<file path="config.mk">
export PLATFORM = sky130hd
export DESIGN_NAME = bus_slave_responder_flat
export DESIGN_NICKNAME = d
export VERILOG_FILES = /design/src/rtl/bus_slave_responder_pkg.sv /design/src/rtl/bus_slave_responder_if.sv /design/src/rtl/bus_slave_regbank.sv /design/src/rtl/bus_slave_responder.sv /design/src/flat_wrapper.sv
export SDC_FILE = /design/constraint.sdc
export NUM_CORES = 1
export LEC_CHECK = 0
export CAP_MARGIN = 15
export CORE_UTILIZATION = 30
export DETAILED_ROUTE_END_ITERATION = 12
export MAX_ROUTING_LAYER = met4
export SYNTH_ARGS = -nofsm -noshare
export SYNTH_HDL_FRONTEND = slang
export SYNTH_HIERARCHICAL = 1
export SYNTH_SLANG_ARGS = --single-unit
</file>
<file path="constraint.sdc">
create_clock -name clk -period 3.1 [get_ports clk]
set_input_delay 0.62 -clock clk [delete_from_list [all_inputs] [get_ports clk]]
set_output_delay 0.62 -clock clk [all_outputs]
set_load 0.005 [all_outputs]
</file>
<file path="src/rtl/bus_slave_responder_pkg.sv">
// Shared CPU-bus definitions: widths, strobe polarities, slave FSM encoding
// and the request decode used by every slave on the bus.
package bus_slave_responder_pkg;

  localparam int BUS_ADDR_W = 30;
  localparam int BUS_DATA_W = 32;

  localparam logic BUS_READ  = 1'b1;
  localparam logic BUS_WRITE = 1'b0;

  localparam logic ENABLE_  = 1'b0;
  localparam logic DISABLE_ = 1'b1;

  localparam logic [1:0] IDLE = 2'd0;
  localparam logic [1:0] WAIT = 2'd1;
  localparam logic [1:0] ACK  = 2'd2;

  typedef logic [BUS_ADDR_W-1:0] bus_addr_t;
  typedef logic [BUS_DATA_W-1:0] bus_data_t;

  function automatic logic bus_req(input logic cs_, input logic as_);
    return (cs_ == ENABLE_) && (as_ == ENABLE_);
  endfunction

endpackage

</file>
<file path="src/rtl/bus_slave_responder_if.sv">
// Slave-side view of the shared CPU bus: request phase from the master,
// ready strobe and read data back.
interface bus_slave_responder_if;
  import bus_slave_responder_pkg::*;

  logic      cs_;
  logic      as_;
  logic      rw;
  bus_addr_t addr;
  bus_data_t wr_data;
  bus_data_t rd_data;
  logic      rdy_;

  modport master (output cs_, as_, rw, addr, wr_data, input rd_data, rdy_);
  modport slave  (input cs_, as_, rw, addr, wr_data, output rd_data, rdy_);

endinterface

</file>
<file path="src/rtl/bus_slave_regbank.sv">
// DEPTH x 32 register array with one write port, a combinational read port
// and a permanent tap on register 0.
module bus_slave_regbank
  import bus_slave_responder_pkg::*;
#(
  parameter  int DEPTH = 8,
  localparam int IDX_W = $clog2(DEPTH)
) (
  input  logic             clk,
  input  logic             reset_,
  input  logic             we_i,
  input  logic [IDX_W-1:0] idx_i,
  input  bus_data_t        wdata_i,
  output bus_data_t        rdata_o,
  output bus_data_t        reg0_o
);

  bus_data_t mem_q [DEPTH];

  always_ff @(posedge clk or negedge reset_) begin
    if (!reset_) begin
      for (int i = 0; i < DEPTH; i++) mem_q[i] <= '0;
    end else if (we_i) begin
      mem_q[idx_i] <= wdata_i;
    end
  end

  assign rdata_o = mem_q[idx_i];
  assign reg0_o  = mem_q[0];

endmodule

</file>
<file path="src/rtl/bus_slave_responder.sv">
// Bus slave: accepts one access at a time, inserts WAIT_CYCLES wait states,
// then issues a registered one-cycle rdy_ with registered read data.
module bus_slave_responder
  import bus_slave_responder_pkg::*;
#(
  parameter int DEPTH       = 8,
  parameter int WAIT_CYCLES = 0
) (
  input  logic                   clk,
  input  logic                   reset_,
  bus_slave_responder_if.slave   bus,
  output bus_data_t              reg0_q
);

  localparam int         IDX_W     = $clog2(DEPTH);
  localparam logic [3:0] WAIT_LAST = (WAIT_CYCLES > 0) ? 4'(WAIT_CYCLES - 1) : 4'd0;

  logic [1:0] state_q, state_d;
  logic [3:0] cnt_q, cnt_d;
  bus_addr_t  addr_q, addr_d;
  logic       rw_q, rw_d;
  bus_data_t  wdata_q, wdata_d;
  logic       rdy_q, rdy_d;
  bus_data_t  rd_data_q, rd_data_d;

  logic             req;
  logic [IDX_W-1:0] idx;
  logic             oor;
  logic             acc_rw;
  logic             we;
  bus_data_t        rd_word;

  // In IDLE the live bus is decoded so a zero-wait read can register its data
  // on the accepting edge; afterwards only the latched request matters.
  assign req    = bus_req(bus.cs_, bus.as_);
  assign idx    = (state_q == IDLE) ? bus.addr[IDX_W-1:0] : addr_q[IDX_W-1:0];
  assign oor    = (state_q == IDLE) ? (|bus.addr[BUS_ADDR_W-1:IDX_W])
                                    : (|addr_q[BUS_ADDR_W-1:IDX_W]);
  assign acc_rw = (state_q == IDLE) ? bus.rw : rw_q;
  assign we     = (state_q == ACK) && (rw_q == BUS_WRITE) && !oor;

  bus_slave_regbank #(.DEPTH(DEPTH)) u_regbank (
    .clk     (clk),
    .reset_  (reset_),
    .we_i    (we),
    .idx_i   (idx),
    .wdata_i (wdata_q),
    .rdata_o (rd_word),
    .reg0_o  (reg0_q)
  );

  always_comb begin
    state_d = state_q;
    cnt_d   = cnt_q;
    addr_d  = addr_q;
    rw_d    = rw_q;
    wdata_d = wdata_q;
    unique case (state_q)
      IDLE: begin
        if (req) begin
          addr_d  = bus.addr;
          rw_d    = bus.rw;
          wdata_d = bus.wr_data;
          cnt_d   = '0;
          state_d = (WAIT_CYCLES > 0) ? WAIT : ACK;
        end
      end
      WAIT: begin
        if (!req) begin
          state_d = IDLE;
          cnt_d   = '0;
        end else if (cnt_q == WAIT_LAST) begin
          state_d = ACK;
          cnt_d   = '0;
        end else begin
          cnt_d = cnt_q + 4'd1;
        end
      end
      ACK:     state_d = IDLE;
      default: state_d = IDLE;
    endcase
    rdy_d     = (state_d == ACK) ? ENABLE_ : DISABLE_;
    rd_data_d = ((state_d == ACK) && (acc_rw == BUS_READ) && !oor) ? rd_word : '0;
  end

  always_ff @(posedge clk or negedge reset_) begin
    if (!reset_) begin
      state_q   <= IDLE;
      cnt_q     <= '0;
      addr_q    <= '0;
      rw_q      <= 1'b0;
      wdata_q   <= '0;
      rdy_q     <= DISABLE_;
      rd_data_q <= '0;
    end else begin
      state_q   <= state_d;
      cnt_q     <= cnt_d;
      addr_q    <= addr_d;
      rw_q      <= rw_d;
      wdata_q   <= wdata_d;
      rdy_q     <= rdy_d;
      rd_data_q <= rd_data_d;
    end
  end

  assign bus.rdy_    = rdy_q;
  assign bus.rd_data = rd_data_q;

endmodule
</file>
<file path="src/flat_wrapper.sv">
// flat-port wrapper written by rule: the top's interface ports become plain ports
module bus_slave_responder_flat import bus_slave_responder_pkg::*;
#(
  parameter int DEPTH       = 8,
  parameter int WAIT_CYCLES = 0
)
  (clk, reset_, reg0_q, bus_cs_, bus_as_, bus_rw, bus_addr, bus_wr_data, bus_rd_data, bus_rdy_);
  bus_slave_responder_if bus_i ();
  input  logic clk;
  input  logic reset_;
  output bus_data_t reg0_q;
  input wire logic [$bits(bus_i.cs_)-1:0] bus_cs_;
  input wire logic [$bits(bus_i.as_)-1:0] bus_as_;
  input wire logic [$bits(bus_i.rw)-1:0] bus_rw;
  input wire logic [$bits(bus_i.addr)-1:0] bus_addr;
  input wire logic [$bits(bus_i.wr_data)-1:0] bus_wr_data;
  output wire logic [$bits(bus_i.rd_data)-1:0] bus_rd_data;
  output wire logic [$bits(bus_i.rdy_)-1:0] bus_rdy_;
  assign bus_i.cs_ = bus_cs_;
  assign bus_i.as_ = bus_as_;
  assign bus_i.rw = bus_rw;
  assign bus_i.addr = bus_addr;
  assign bus_i.wr_data = bus_wr_data;
  assign bus_rd_data = bus_i.rd_data;
  assign bus_rdy_ = bus_i.rdy_;
  bus_slave_responder #(.DEPTH(DEPTH), .WAIT_CYCLES(WAIT_CYCLES)) u_core (.clk(clk), .reset_(reset_), .bus(bus_i), .reg0_q(reg0_q));
endmodule
</file>
==> impl_summary.log, run 1 <==
INFO  metric crit_path_end_kind = register
INFO  metric initial_utilization = 30.65%
INFO  metric postSynthRegisterBits = 358
INFO  metric clock_buffer_depth = 3
INFO  metric detail_route.wl_per_cell = 20.87 um
INFO  metric post_synth_num_cell_types = 42
INFO  metric synth-edff-count = 0
INFO  metric track_usage = 16.10%
INFO  metric final_core_utilization = 37.60%
INFO  metric cts-buffers-inserted = 40
INFO  metric share_of_the_synthesized_area_in_the_top_cell_type = 56.24%
INFO  metric ys_async_sr_fraction = 100.0%
INFO  metric worst_setup_path_start_kind = input pin
INFO  metric cts_hold_buf = 0
INFO  metric final_min_period_over_clock_period = 92.54%
INFO  metric postCtsResizedCells = 0
INFO  metric gp_congestion = 0.7514
INFO  metric maximum_number_of_pins_on_one_net_before_global_route_repair = 67
INFO  metric chipHeight = 232.1 um
INFO  metric synth_top_flop_cell = dfrtp_1
INFO  metric setup_repair_after_global_routing_missed_its_margin = no
INFO  metric post_drt_via_cell_ratio = 4.942
INFO  metric final_max_slew_viol_count = 0
INFO  metric design.die.area = 53870 um2
INFO  metric antenna_found_initial = 1
INFO  metric grt_pass1_vias = 10530
INFO  metric rows = 83
INFO  metric final.fill_count = 4883
INFO  metric flow.area_growth_from_synthesis = 22.65%
INFO  metric critPathKind = input pin to register
INFO  metric place.detailed.hpwl = 26180 um
INFO  metric timing.max_cap.violations = 0
INFO  metric worst-endpoint-required = 3520 ps
INFO  metric finalSetupViolCount = 0
INFO  metric synth_nets = 1174
INFO  metric p_int = 7.819 mW
INFO  metric syn-instance-count = 1105
INFO  metric placeableCoreArea = 51820 um2
INFO  metric power.share.combinational = 7.2%
INFO  metric library_cell_occupying_the_most_area_in_the_post_synthesis_netlist = dfrtp_1
INFO  metric design.portCount = 132
INFO  metric ys_seq_area_share = 56.41%
INFO  metric run_status = finished, final reports clean
INFO  metric clkSinkCount = 358
INFO  metric crit_arrival = 3290 ps
INFO  metric wire_length_of_the_first_global_routing_pass = 64130 um
INFO  metric timing.max_slew.rel_slack = 40.17%
INFO  metric htree_num_levels = 2
INFO  metric finalInstanceArea = 19480 um2
INFO  metric clk_pin_slew = 60 ps
INFO  metric worst_clock_skew = 31.51 ps
INFO  metric finalHoldViolations = 0
INFO  metric power_per_standard_cell_area = 530.0 nW/um2
INFO  metric power_leakage = 9.029 nW
INFO  metric detail_route.first_pass.iterations = 4
INFO  metric timing.critical_path.fanout_max = 11
INFO  metric tritoncts = built
INFO  metric final_layout_size_suffix_gt1_share = 38.14%
INFO  metric p_seq_share = 49.0%
INFO  metric post_cts.repair.setup_buffers = 0
INFO  metric clock_latency = 560 ps
INFO  metric clock_power_share = 43.8%
INFO  metric cts-root-buf = clkbuf_16
INFO  metric switching_share = 24.28%
INFO  metric num_vias = 9631
INFO  metric max_freq = 0.3486 GHz
INFO  metric overall_overflow_remaining_after_global_route = 0
INFO  metric dpl_cell_area = 18250 um2
INFO  metric first_iter_violations = 454
INFO  metric synth_warnings = 6
INFO  metric peak_supply_drop = 0.3470 mV
INFO  metric switching_power_total = 2.508 mW
INFO  metric drt.antenna.violating_nets = 0
INFO  metric hp-class = input pin to async pin
INFO  metric floorplan.die.width = 232.1 um
INFO  metric post_synth_main_area_contributors = dfrtp_1 56%, mux2_2 24%, mux2_1 5.5%, a22oi_1 2.8%, and4_1 1.8%
INFO  metric route.final.wire_length = 40690 um
INFO  metric postSynthAreaPerCell = 14.37 um2
INFO  metric max_slew.worst_pin.slew = 897.5 ps
INFO  metric nNetsFinal = 1311
INFO  metric num_antenna_cells = 0
INFO  metric residual_drc_count = 0
INFO  metric io_buffers = 131
INFO  metric synthesis.area = 15880 um2
INFO  metric period_needed = 2869 ps
==> synthesized netlist by cell type, types with 3 or more instances <==
| cell type | instances |
|---|---|
| a22oi_1 | 59 |
| and4_1 | 32 |
| buf_2 | 37 |
| buf_4 | 35 |
| buf_6 | 10 |
| clkbuf_1 | 19 |
| clkbuf_2 | 3 |
| dfrtp_1 | 357 |
| inv_1 | 5 |
| mux2_1 | 77 |
| mux2_2 | 336 |
| mux4_2 | 4 |
| nand2_1 | 36 |
| nand3_1 | 4 |
| nand4_1 | 5 |
| nor2_1 | 6 |
| nor2b_1 | 3 |
| nor3_1 | 4 |
| nor3_2 | 4 |
| nor4_1 | 12 |
| o211ai_1 | 28 |
| o21ai_0 | 4 |
==> power by group through the flow <==
stage	clock, mW	combinational [mW]	sequential (mW)
4_1_cts	4.67	0.764	5.06
3_5_place_dp	0	0.762	5.14
5_1_grt	4.88	0.810	5.09
6_report	4.52	0.745	5.06
2_1_floorplan	0	0.341	5.03
3_3_place_gp	0	0.750	5.13
==> cell usage in the layout, fill, tap and decap left out, types with 2 or more instances in the layout <==
cell type / instances
nand4b_1: 2
mux4_2: 4
nor3_4: 4
nor2b_4: 2
nand4_1: 5
clkdlybuf4s50_1: 130
mux2_1: 77
nand2_1: 36
clkinv_2: 6
dfrtp_1: 357
a22oi_1: 59
clkbuf_16: 40
buf_4: 52
o22ai_4: 2
nor4_1: 12
nor2_1: 5
o21ai_0: 4
nand3_1: 4
mux2_2: 335
ha_1: 2
buf_12: 18
nor2_2: 2
and4_1: 32
clkbuf_1: 14
clkbuf_8: 5
and3_1: 2
a221oi_1: 2
bufinv_16: 2
o211ai_1: 28
inv_1: 5
nor3_1: 3
==> routing by layer <==
metal / track usage [%] / wire [um]
met3: 2.259 / 1722
met2: 25.96 / 19750
met1: 21.14 / 18530
met4: 4.297 / 683
met5: - / 0
==> cell type report <==
class | instances | area (um2) | share of cell area [%]
timing repair buffer | 201 | 2067 | 10.61
sequential | 358 | 8960 | 45.99
tap | 680 | 850.8 | 4.367
multi-input combinational | 635 | 6345 | 32.57
clock buffer | 59 | 1122 | 5.761
clock inverter | 10 | 115.1 | 0.5908
inverter | 6 | 22.52 | 0.1156
==> worst max-delay path, cell delays in order <==
cell and delay [ps]:
clkdlybuf4s50_1 430, nor4_1 360, nand4_1 230, o22ai_4 210, and3_1 240, buf_4 130, nand2b_1 170, nor3b_4 270
buf_4 260, mux2_2 360
==> registers in the layout (all words and copies together), names as in the netlist <==
| signal | flops |
|---|---|
| u_core/u_regbank/reg0_o | 32 |
| u_core/state_q | 2 |
| u_core/cnt_q | 4 |
| u_core/u_regbank/mem_q | 224 |
| u_core/addr_q | 30 |
| u_core/bus.rdy_ | 1 |
| u_core/rw_q | 1 |
| u_core/wdata_q | 32 |
| u_core/bus.rd_data | 32 |
==> stage by stage <==
step / power [mW] / setup TNS, ps / std cells / setup slack (ps) / hold WS (ps)
floorplan: 5.372 / 0 / 1105 / 361.6 / 324.4
global placement: 5.876 / -48200 / 1880 / -341.8 / 464.9
detailed placement: 5.902 / -52650 / 1880 / -360.8 / 474.8
CTS: 10.49 / 0 / 1949 / 198.3 / 28.85
global route: 10.78 / 0 / 1949 / 103.6 / 38.12
finish: 10.33 / 0 / 1949 / 231.3 / 14.09
==> cells by family after synthesis <==
logic type | Yosys count | synth area share (%)
buffers and inverters | 112 | 4.262
AND/OR/NAND/NOR | 117 | 4.656
AO/OA/AOI/OAI | 98 | 4.608
adder cells (fa/ha/maj) | 2 | 0.1575
flip-flops | 358 | 56.41
multiplexers | 418 | 29.91
==> final timing paths <==
kind | startpoint | endpoint | slack [ps] | cells after the start
max in group asynchronous | reset_ | u_core/wdata_q[2] | 2130 | 3
hold / removal | reset_ | u_core/bus.rd_data[15] | 10 | 1
hold reg to reg | u_core/addr_q[1] | u_core/addr_q[1] | 480 | 1
min in group clk | u_core/addr_q[1] | u_core/addr_q[1] | 480 | 1
setup reg to reg | u_core/addr_q[18] | u_core/u_regbank/mem_q[96] | 400 | 9
setup / recovery | bus_addr[18] | u_core/u_regbank/mem_q[96] | 230 | 10
Note: power is estimated with default switching activity, not from simulation.
==> run 2, diff against run 1 <==
--- a/config.mk
+++ b/config.mk
@@ -6,9 +6,8 @@
 export NUM_CORES = 1
 export LEC_CHECK = 0
 export CAP_MARGIN = 15
-export CORE_UTILIZATION = 30
+export CORE_UTILIZATION = 40
 export DETAILED_ROUTE_END_ITERATION = 12
-export MAX_ROUTING_LAYER = met4
 export SYNTH_ARGS = -nofsm -noshare
 export SYNTH_HDL_FRONTEND = slang
 export SYNTH_HIERARCHICAL = 1
==> run 2 against run 1 <==
  * Final area down 0.76%
  * Setup slack lost 31 ps
  * Hold slack better by 63 ps
  * Non-clock buffer count down 1
  * Clock skew decreased by 20 ps
  * Largest cell class unchanged
  * Critical path depth shrank 1
  * Register-to-register slack got worse by 130 ps
  * Die area shrank 25%
  * Clock-buffer cell count grew 6
==> impl_summary.log, run 2 (synthesized netlist as in run 1, its figures left out) <==
INFO  metric run_status = finished, final reports clean
INFO  metric final_max_slew_viol_count = 0
INFO  metric crit_cells = 9
INFO  metric cp_slowest_cell = or3_2
INFO  metric clkSinkCount = 358
INFO  metric hold_slack = 77.23 ps
INFO  metric post_drt_via_cell_ratio = 5.365
INFO  metric postCtsResizedCells = 0
INFO  metric worst-endpoint-required = 3510 ps
INFO  metric post_cts.repair.setup_buffers = 0
INFO  metric hp-class = input pin to async pin
INFO  metric drt.antenna.violating_nets = 0
INFO  metric crit_path_end_kind = register
INFO  metric worst_clock_skew = 11.45 ps
INFO  metric design_power_total = 10.50 mW
INFO  metric nNetsFinal = 1309
INFO  metric num_antenna_cells = 0
INFO  metric worst-r2r-cell-count = 8
INFO  metric htree_num_levels = 2
INFO  metric crit_arrival = 3310 ps
INFO  metric rrSetupSlack = 270 ps
INFO  metric crit_family = simple AND/OR/NAND/NOR gates
INFO  metric crit_chain = clkdlybuf4s50_1, nor4_1, nand4_1, o22ai_4, and3_2, nand2_1, or3_2, buf_4, mux2_1
INFO  metric place.detailed.hpwl = 25320 um
INFO  metric worst_path_largest_cell_delay = 430 ps
INFO  metric maximum_number_of_pins_on_one_net_before_global_route_repair = 82
INFO  metric post-place-ws = -467.1 ps
INFO  metric layout_common_cells = 357 x dfrtp_1, 335 x mux2_2, 130 x clkdlybuf4s50_1
INFO  metric timing.rr.start = u_core/addr_q[4]
INFO  metric placeableCoreArea = 38920 um2
INFO  metric design.portCount = 132
INFO  metric first_iter_violations = 396
INFO  metric tritoncts = built
INFO  metric mostFrequentLayoutCell = dfrtp_1
INFO  metric flow.area_growth_from_synthesis = 21.72%
INFO  metric clk_pin_slew = 50 ps
INFO  metric design.die.area = 40510 um2
INFO  metric clock_latency = 540 ps
INFO  metric largest_register_ff_count = 224
INFO  metric period_needed = 2900 ps
INFO  metric final_min_period_over_clock_period = 93.54%
INFO  metric placed_cell_count = 1717
INFO  metric gp_congestion = 0.7348
INFO  metric timing.critical_path.fanout_max = 15
INFO  metric route.final.wire_length = 38820 um
INFO  metric wire_length_of_the_first_global_routing_pass = 62280 um
INFO  metric worst-path-buf-inv = 2
INFO  metric timing.max_cap.violations = 0
INFO  metric max_slew.worst_pin.slew = 866.2 ps
INFO  metric clock_buffer_depth = 3
INFO  metric cts_hold_buf = 0
INFO  metric power_per_standard_cell_area = 543.0 nW/um2
INFO  metric io_buffers = 131
INFO  metric instances_no_fill = 1786
INFO  metric final.fill_count = 3387
INFO  metric rows = 72
INFO  metric antenna_found_initial = 0
INFO  metric setup_repair_after_global_routing_missed_its_margin = no
INFO  metric num_vias = 9581
INFO  metric max_freq = 0.3449 GHz
INFO  metric peak_supply_drop = 0.3422 mV
INFO  metric crit_path_end = u_core/u_regbank/mem_q[141]
INFO  metric critPathKind = input pin to register
INFO  metric finalSetupTns = 0 ps
INFO  metric worst_setup_path_start_kind = input pin
INFO  metric finalHoldViolations = 0
INFO  metric power_leakage = 9.053 nW
INFO  metric registers.top_by_ff_count = u_core/u_regbank/mem_q
INFO  metric track_usage = 19.83%
INFO  metric final_worst_path_setup_slack = 200.3 ps
INFO  metric grt_pass1_vias = 10440
INFO  metric final_layout_size_suffix_gt1_share = 38.33%
INFO  metric reg2reg_to = u_core/u_regbank/mem_q[141]
INFO  metric cts-root-buf = clkbuf_16
INFO  metric overall_overflow_remaining_after_global_route = 0
INFO  metric detail_route.first_pass.iterations = 5
INFO  metric chipHeight = 201.3 um
INFO  metric finalSetupViolCount = 0
INFO  metric initial_utilization = 40.81%
INFO  metric timing.critical_path.from = bus_addr[10]
INFO  metric detail_route.wl_per_cell = 21.73 um
INFO  metric cts-buffers-inserted = 39
INFO  metric floorplan.die.width = 201.3 um
INFO  metric residual_drc_count = 0
INFO  metric timing.max_slew.rel_slack = 42.25%
[run 2: area by class of cell]
type | count | area (um2) | share of cell area [%]
Multi-Input combinational cell | 635 | 6327 | 32.73
Timing Repair Buffer | 200 | 2059 | 10.65
Sequential cell | 358 | 8960 | 46.34
Inverter | 6 | 22.52 | 0.1165
Tap cell | 518 | 648.1 | 3.352
Clock buffer | 65 | 1246 | 6.446
Clock inverter | 4 | 70.07 | 0.3624
[run 2: per-layer routing]
layer	global-route usage [%]	wire [um]	vias up
met2	31.61	18510	188
met5	0	0	-
li1	-	-	4311
met4	5.979	843	0
met3	3.029	1459	59
met1	27.93	18010	5023
[run 2: power by group]
group / leakage [nW] / internal [mW] / switching, mW
Combinational: 3.55 / 0.321 / 0.412
Sequential: 4.86 / 4.82 / 0.230
Clock: 0.648 / 2.89 / 1.82
Total: 9.05 / 8.03 / 2.46
[run 2: through the flow]
step | area [um2] | util, %
2_1_floorplan | 15880 | -
3_3_place_gp | 18020 | 46.29
3_5_place_dp | 18020 | 46.29
6_report | 19330 | 49.68
5_1_grt | 19330 | 49.68
4_1_cts | 19330 | 49.68
[run 2: worst min path at each step]
stage / from / to / depth (start not counted)
4_1_cts: reset_ / u_core/wdata_q[15] / 1
3_5_place_dp: u_core/addr_q[1] / u_core/addr_q[1] / 1
2_1_floorplan: reset_ / u_core/addr_q[0] / 0
3_3_place_gp: u_core/u_regbank/mem_q[190] / u_core/u_regbank/mem_q[190] / 1
5_1_grt: reset_ / u_core/wdata_q[15] / 1
6_report: reset_ / u_core/wdata_q[15] / 1
==> run 3, diff against run 2 <==
--- a/config.mk
+++ b/config.mk
@@ -8,6 +8,7 @@
 export CAP_MARGIN = 15
 export CORE_UTILIZATION = 40
 export DETAILED_ROUTE_END_ITERATION = 12
+export REMOVE_ABC_BUFFERS = 1
 export SYNTH_ARGS = -nofsm -noshare
 export SYNTH_HDL_FRONTEND = slang
 export SYNTH_HIERARCHICAL = 1
==> run 3 against run 2 <==
  * Sequential power is essentially flat
  * Total power shrank 2.4%
  * Routed wire length shrank 4.2%
  * First-iteration DRC count grew 1.3%
  * Setup slack gained 1.2 ps
  * Critical path depth grew 1
  * Final area shrank 0.72%
  * Highest routed layer unchanged
  * Critical path type unchanged
  * Register-to-register slack gained 90 ps
  * Sequential cell count is the same
  * Combinational power shrank 2%
  * Global-route usage shrank 0.95 points
  * Core utilization shrank 0.36 points
==> impl_summary.log, run 3 (synthesized netlist as in run 1, its figures left out) <==
INFO  metric track_usage = 18.88%
INFO  metric worst-r2r-cell-count = 8
INFO  metric timing.max_slew.rel_slack = 38.01%
INFO  metric post_drt_via_cell_ratio = 5.337
INFO  metric crit_arrival = 3310 ps
INFO  metric registers.top_by_ff_count = u_core/u_regbank/mem_q
INFO  metric clk_pin_slew = 50 ps
INFO  metric clkSinkCount = 358
INFO  metric timing.critical_path.fanout_max = 10
INFO  metric route.final.wire_length = 37190 um
INFO  metric timing.max_cap.violations = 0
INFO  metric grt_pass1_vias = 10180
INFO  metric setup_repair_after_global_routing_missed_its_margin = no
INFO  metric chipHeight = 201.3 um
INFO  metric instances_no_fill = 1783
INFO  metric initial_utilization = 40.81%
INFO  metric detail_route.first_pass.iterations = 4
INFO  metric design.portCount = 132
INFO  metric finalSetupTns = 0 ps
INFO  metric postCtsResizedCells = 0
INFO  metric timing.rr.start = u_core/addr_q[4]
INFO  metric place.detailed.hpwl = 23290 um
INFO  metric final_min_period_over_clock_period = 93.50%
INFO  metric residual_drc_count = 0
INFO  metric rrSetupSlack = 360 ps
INFO  metric htree_num_levels = 2
INFO  metric detail_route.wl_per_cell = 20.86 um
INFO  metric finalInstanceArea = 19190 um2
INFO  metric power_per_standard_cell_area = 533.7 nW/um2
INFO  metric overall_overflow_remaining_after_global_route = 0
INFO  metric num_antenna_cells = 0
INFO  metric antenna_found_initial = 0
INFO  metric max_slew.worst_pin.slew = 929.8 ps
INFO  metric final_max_slew_viol_count = 0
INFO  metric period_needed = 2898 ps
INFO  metric num_vias = 9516
INFO  metric final_layout_size_suffix_gt1_share = 37.94%
INFO  metric peak_supply_drop = 0.3051 mV
INFO  metric layout_common_cells = 357 x dfrtp_1, 335 x mux2_2, 130 x clkdlybuf4s50_1
INFO  metric clock_latency = 540 ps
INFO  metric finalSetupViolCount = 0
INFO  metric placeableCoreArea = 38920 um2
INFO  metric reg2reg_to = u_core/u_regbank/mem_q[146]
INFO  metric clock_buffer_depth = 3
INFO  metric critPathKind = input pin to register
INFO  metric maximum_number_of_pins_on_one_net_before_global_route_repair = 74
INFO  metric floorplan.die.width = 201.3 um
INFO  metric design_power_total = 10.24 mW
INFO  metric first_iter_violations = 401
INFO  metric tritoncts = built
INFO  metric rows = 72
INFO  metric cts_hold_buf = 0
INFO  metric gp_congestion = 0.7482
INFO  metric flow.area_growth_from_synthesis = 20.83%
INFO  metric worst_setup_path_start_kind = input pin
INFO  metric finalHoldViolations = 0
INFO  metric hold_slack = 31.34 ps
INFO  metric cts-buffers-inserted = 40
INFO  metric worst-endpoint-required = 3510 ps
INFO  metric hp-class = input pin to async pin
INFO  metric drt.antenna.violating_nets = 0
INFO  metric mostFrequentLayoutCell = dfrtp_1
INFO  metric placed_cell_count = 1713
INFO  metric wire_length_of_the_first_global_routing_pass = 59650 um
INFO  metric power_leakage = 8.995 nW
INFO  metric dpl_cell_area = 17950 um2
INFO  metric io_buffers = 131
INFO  metric max_freq = 0.3450 GHz
INFO  metric cts-root-buf = clkbuf_16
INFO  metric run_status = finished, final reports clean
INFO  metric post_cts.repair.setup_buffers = 0
INFO  metric nNetsFinal = 1306
INFO  metric worst_clock_skew = 12.81 ps
INFO  metric largest_register_ff_count = 224
INFO  metric design.die.area = 40510 um2
INFO  metric crit_path_end_kind = register
-- run 3: cell count changes in the layout (fill, tap and decap cells not counted) --
cell	delta
clkbuf_8	-3
buf_4	-1
and3_2	-1
clkinvlp_4	+1
buf_12	-3
bufinv_16	-2
and3_1	+1
clkinv_2	+3
clkbuf_1	+2
-- run 3: area by class of cell --
cell class | count | area, um2
multi-input cells | 635 | 6326
fillers | 3425 | 19720
clock inverters | 6 | 32.53
repair buffers | 196 | 1992
well taps | 518 | 648.1
inverters | 6 | 22.52
clock buffers | 64 | 1212
flip-flops and latches | 358 | 8960
-- run 3: metal layers --
metal	GRT usage (%)	routed length, um	vias to the layer above
met5	0	0	-
met4	5.519	685	0
met3	2.834	1544	49
met2	30.70	17810	177
met1	26.17	17150	4971
li1	-	-	4319
-- run 3: report_power, final --
group,internal (mW),switching (mW)
clock network,2.66,1.81
registers,4.82,0.229
logic,0.320,0.403
-- run 3: critical path, cell delays in order --
cell and delay (ps):
clkdlybuf4s50_1 410, nor4_1 300, buf_4 160, nand4_1 160, o22ai_4 230, and3_1 270
nand2_1 120, or3_2 470, buf_4 220, mux2_1 330
-- run 3: worst max path at each step --
stage                                 start                          end  slack, ps
final                           bus_addr[4]  u_core/u_regbank/mem_q[146]        200
after floorplan           u_core/state_q[0]   u_core/u_regbank/mem_q[64]      -1090
after detailed placement        bus_addr[3]  u_core/u_regbank/mem_q[146]       -360
after global placement          bus_addr[4]  u_core/u_regbank/mem_q[145]       -400
after global routing            bus_addr[3]  u_core/u_regbank/mem_q[152]         80
after CTS                       bus_addr[3]  u_core/u_regbank/mem_q[151]        210
-- run 3: stage by stage --
| stage | setup WS, ps | util (%) |
|---|---|---|
| after floorplan | -1092 | - |
| after detailed placement | -358.0 | 46.12 |
| after global routing | 83.49 | 49.32 |
| after global placement | -399.9 | 46.12 |
| after CTS | 206.5 | 49.32 |
| final | 201.5 | 49.32 |
